===== config.mk =====
export PLATFORM = sky130hd
export DESIGN_NAME = piso_stream
export DESIGN_NICKNAME = d
export VERILOG_FILES = /design/src/rtl/piso_stream.sv
export SDC_FILE = /design/constraint.sdc
export NUM_CORES = 1
export LEC_CHECK = 0
export CAP_MARGIN = 10
export CORE_MARGIN = 3
export CORE_UTILIZATION = 54
export CTS_BUF_LIST = sky130_fd_sc_hd__clkbuf_8
export CTS_CLUSTER_DIAMETER = 50
export CTS_CLUSTER_SIZE = 10
export DETAILED_ROUTE_END_ITERATION = 8
export PLACE_DENSITY = 0.86
export SLEW_MARGIN = 15
export SYNTH_ARGS = -nofsm -noshare
export SYNTH_HDL_FRONTEND = slang
export SYNTH_SLANG_ARGS = --single-unit

===== constraint.sdc =====
create_clock -name clk -period 4.2 [get_ports clk]
set_input_delay 1.26 -clock clk [delete_from_list [all_inputs] [get_ports clk]]
set_output_delay 1.26 -clock clk [all_outputs]
set_load 0.005 [all_outputs]

===== src/rtl/piso_stream.sv =====
// Parallel-in/serial-out serializer: valid/ready word load, per-word bit order,
// ser_en pacing, and gapless chaining into the next word on the final bit.
module piso_stream #(
  parameter int unsigned WIDTH = 8
) (
  input  logic             clk,
  input  logic             rst,
  input  logic             in_valid,
  output logic             in_ready,
  input  logic [WIDTH-1:0] in_data,
  input  logic             in_msb_first,
  input  logic             ser_en,
  output logic             ser_out,
  output logic             ser_valid,
  output logic             ser_last,
  output logic             busy
);

  localparam int unsigned CNT_W = (WIDTH > 2) ? $clog2(WIDTH) : 1;

  typedef enum logic {
    IDLE  = 1'b0,
    SHIFT = 1'b1
  } state_e;

  state_e             state_q, state_d;
  logic [WIDTH-1:0]   sreg_q, sreg_d;
  logic [CNT_W-1:0]   cnt_q, cnt_d;
  logic [WIDTH-1:0]   data_rev;
  logic [WIDTH-1:0]   load_word;
  logic               accept;

  // The register always shifts out of its MSB, so LSB-first words load reversed.
  for (genvar g = 0; g < WIDTH; g++) begin : g_rev
    assign data_rev[g] = in_data[WIDTH-1-g];
  end
  assign load_word = in_msb_first ? in_data : data_rev;

  // Status decode from registered state only.
  assign ser_valid = (state_q == SHIFT);
  assign ser_last  = ser_valid && (cnt_q == '0);
  assign ser_out   = ser_valid && sreg_q[WIDTH-1];
  assign busy      = ser_valid;
  assign in_ready  = (state_q == IDLE) || (ser_last && ser_en);
  assign accept    = in_valid && in_ready;

  always_ff @(posedge clk or posedge rst) begin
    if (rst) begin
      state_q <= IDLE;
      sreg_q  <= '0;
      cnt_q   <= '0;
    end else begin
      state_q <= state_d;
      sreg_q  <= sreg_d;
      cnt_q   <= cnt_d;
    end
  end

  always_comb begin
    state_d = state_q;
    sreg_d  = sreg_q;
    cnt_d   = cnt_q;
    case (state_q)
      IDLE: begin
        if (accept) begin
          state_d = SHIFT;
          sreg_d  = load_word;
          cnt_d   = CNT_W'(WIDTH - 1);
        end
      end
      SHIFT: begin
        if (ser_en) begin
          if (cnt_q != '0) begin
            sreg_d = {sreg_q[WIDTH-2:0], 1'b0};
            cnt_d  = cnt_q - CNT_W'(1);
          end else if (accept) begin
            // Final bit consumed and a new word is waiting: chain with no gap.
            sreg_d = load_word;
            cnt_d  = CNT_W'(WIDTH - 1);
          end else begin
            state_d = IDLE;
          end
        end
      end
      default: state_d = IDLE;
    endcase
  end

endmodule


## After elaboration in Yosys (flattened, before gate mapping)

Index checks and enable logic that the tools add are counted.

| word-level totals | value |
|---|---|
| register bits after elaboration | 12 |
| latch bits | 0 |
| memory bits (writable) | 0 |
| ROM bits | 0 |
| bits of input ports | 13 |
| output and inout port bits | 5 |
| word-level logic and storage cells | 26 |
| memories kept | 0 |

| operators by class | value |
|---|---|
| $add $sub $neg | 1 |
| multiply operators | 0 |
| divide/modulo/power cells | 0 |
| magnitude comparators | 0 |
| eq/ne operators | 1 |
| shift operators | 0 |
| muxes and demuxes | 13 |
| bitwise logic cells | 1 |
| reductions and logical operators | 7 |

Operator list:

| operator | count |
|---|---|
| 8-bit two-way mux | 4 |
| 8-bit one-hot mux with 2 select lines | 1 |
| 3-bit two-way mux | 3 |
| 3-bit one-hot mux with 2 select lines | 1 |
| 1-bit logical AND | 4 |
| 3-bit zero test | 1 |
| 1-bit two-way mux | 3 |
| 3-bit nonzero test | 1 |
| 3-bit by 1-bit subtractor with 3-bit output (second input constant) | 1 |
| 2-bit inequality test (second input constant) | 1 |
| 1-bit one-hot mux with 2 select lines | 1 |
| 1-bit logical OR | 1 |
| 1-bit inverter | 1 |

## Longest topological paths before layout

| depth | value |
|---|---|
| depth in word-level cells | 9 |
| mapped depth | 7 |
| gate-level depth less buffers | 6 |

## Worst setup path after synthesis

OpenSTA, ideal clock, no wires.

| timing | value |
|---|---|
| kind | input to output |
| start point | input port ser_en |
| end point | output port in_ready |
| data arrival time | 1659 ps |
| data required time | 2940 ps |
| setup slack | 1281 ps |
| stages | 3 |
| path buffers | 1 |
| path through | buf_4 -> inv_1 -> o21ai_0 |

| between the ends | value |
|---|---|
| cells in the longest elaborated chain, start to end | 2 |

RTL lines:

| what | RTL line | source |
|---|---|---|
| start, declared | 12 | `input logic ser_en,` |
| 1-bit logical AND | 44 | `assign in_ready = (state_q == IDLE) \|\| (ser_last && ser_en);` |
| 1-bit logical OR | 44 |  |
| end, declared | 9 | `output logic in_ready,` |

Every way passes these cells.

## Final worst setup path

Same ends and word-level chain as after synthesis.

==> impl_metrics.tcl <==
set metrics [dict create \
    finalHoldViolCount 0 \
    detail-route-antenna-nets 0 \
    drtIter0Drc 24 \
    routed_wirelength_um 1820 \
    grt_max_degree 15 \
    ff2ff_path_depth 6 \
    status "complete, no violations" \
    synth_edf_count 0 \
    critical-path-max-stage-delay_ps 550 \
    required_ps 2940 \
    crit_fanout 2 \
    fin_crit_sh_pct 90.8 \
    start_util_pct 62.9 \
    worst_setup_path_end_kind "primary output" \
    grt_pass1_wl_um 3050 \
    hold_buffers 0 \
    yosysSeqAreaShare_pct 39.3 \
    r2r-end "cnt_q[2]" \
    cts_buffers 3 \
    post-route-drc-count 0 \
    clk_pin_slew_ps 60 \
    ys_ff_latch 12 \
    nNetsFinal 110 \
    row_count 12 \
    rsz0062_at_grt "no" \
    place_congestion 0.842 \
    track_usage_pct 21.8 \
    coreArea_sq_um 1220 \
    finClkSkew_ps 2.82 \
    tns_ps 0 \
    synth_cell_types 23 \
    slew_headroom_pct 68.7 \
    finalCriticalPeriod_ps 3810 \
    antenna_found_initial 0 \
    grt_pass1_vias 666 \
    p_total_mw 0.506 \
    min_from "cnt_q[2]" \
    postSynthCellCount 78 \
    critPathArrivalTime_ps 2550 \
    cp-start-kind "primary input" \
    via_per_inst 6.04 \
    r2r-start "cnt_q[0]" \
    fmax_ghz 0.262 \
    cts_tree "built" \
    synth-async-reset-ratio_pct 100 \
    synth_area_sq_um 764 \
    root_buffer "clkbuf_8" \
    ir_drop_mv 0.355 \
    io_pins 18 \
    cts.sinks 12 \
    insertedDiodeCount 0 \
    grt_overflow 0 \
    worst_pin_slew_ps 469 \
    path_class "primary input to primary output" \
    synth_nets 93 \
    slew_viol_final 0 \
    cp_cell_sequence "clkdlybuf4s50_1 > inv_1 > o21ai_0 > clkdlybuf4s50_1" \
    htreeDepth 1 \
    powerDensity_nw_per_um2 524 \
    die_h_um 43.6 \
    r2r_slack_ps 2470 \
    cts_resized 0 \
    clk_path_buf_depth 2 \
    holdPathStages 1 \
    final_cell_mix "clkdlybuf4s50_1 (17), dfrtp_1 (12), nand2_1 (9)" \
    fill_cells 88 \
    synth.avg_cell_area_sq_um 9.80 \
    hold_slack_ps 543 \
    dp_hpwl_um 1280 \
    die_w_um 43.6 \
    postCtsSetupBuffers 0 \
    hold_path_class "register to register" \
    hold_end "cnt_q[2]" \
    cpMaxStageDelayCell "clkdlybuf4s50_1" \
    first_pass_iters 4 \
    final_common_cell "clkdlybuf4s50_1" \
    yosys_warnings 0 \
    num_vias 652 \
    clock_latency_ps 240 \
    port_buffers 17 \
    crit_top_cell "clkdlybuf4s50_1" \
    syn_to_final_growth_pct 26.4 \
    total_leakage_power_nw 0.426 \
    maxCapViolations 0 \
    final-setup-viol-count 0 \
    wl_per_cell_um 16.9 \
    die-area_sq_um 1900 \
    synthFlopType "dfrtp_1" \
    drive_gt1_share_pct 14.9 \
]
[layer usage]
layer | part of all wire [%] | up-vias | global-route usage (%)
li1 | - | 310 | -
met1 | 42 | 309 | 28.9
met2 | 50 | 29 | 34.0
met3 | 7.0 | 4 | 4.98
met4 | 0.93 | 0 | 8.43
met5 | 0 | - | 0
[registers in the layout, indices dropped and copies added (netlist names)]
name and flops:
busy 1, cnt_q 3, sreg_q 8
[cell families after synthesis]
logic type      count (synthesis)  synth area share, %
compound gates                 24                 24.1
simple gates                   19                 12.1
mux                             9                 11.9
buf+inv                        12                 9.33
fa+ha+maj                       2                 3.27
flops                          12                 39.3
[power by group]
part	leakage [nW]	switching [mW]	internal, mW
Combinational	0.267	0.0852	0.100
Sequential	0.130	0.0333	0.160
Clock	0.0288	0.0435	0.0828
[area by class of cell]
cell class	instances	area, sq um	area share, %
Inverter	6	22.5	2.33
Clock buffer	4	55.1	5.70
Timing Repair Buffer	18	178	18.4
Multi-Input combinational cell	54	393	40.7
Tap cell	14	17.5	1.81
Sequential cell	12	300	31.1
[Yosys cell counts (2+ instances only)]
cell      count  area (sq um)
o221a_2       4          45.0
dfrtp_1      12           300
nand2_1       9          33.8
ha_1          2          25.0
nor2_1        5          18.8
a21oi_1       7          35.0
a211oi_1      2          15.0
mux2i_1       8          80.1
buf_4         5          37.5
inv_1         6          22.5
o22ai_1       6          37.5
[through the flow]
stage | utilization, % | worst slack, ps | cell area, sq um | instances
final | 79.4 | 385 | 966 | 108
after floorplan | - | 1280 | 764 | 78
after global routing | 79.4 | 287 | 966 | 108
after CTS | 79.4 | 377 | 966 | 108
after detailed placement | 74.9 | 385 | 911 | 104
after global placement | 74.9 | 417 | 911 | 104
[critical path, delay by kind of cell]
| kind | cells | cell delay, ps |
|---|---|---|
| compound gates | 1 | 210 |
| buf+inv | 3 | 1080 |
[how the worst max path moves through the flow]
stage	endpoint	from	slack [ps]	cells after the start
finish	in_ready	ser_en	390	4
CTS	in_ready	ser_en	380	4
detailed placement	in_ready	ser_en	390	4
floorplan	in_ready	ser_en	1280	3
global route	in_ready	ser_en	290	4
global placement	in_ready	ser_en	420	4
Power figures use the tool's default switching activity.
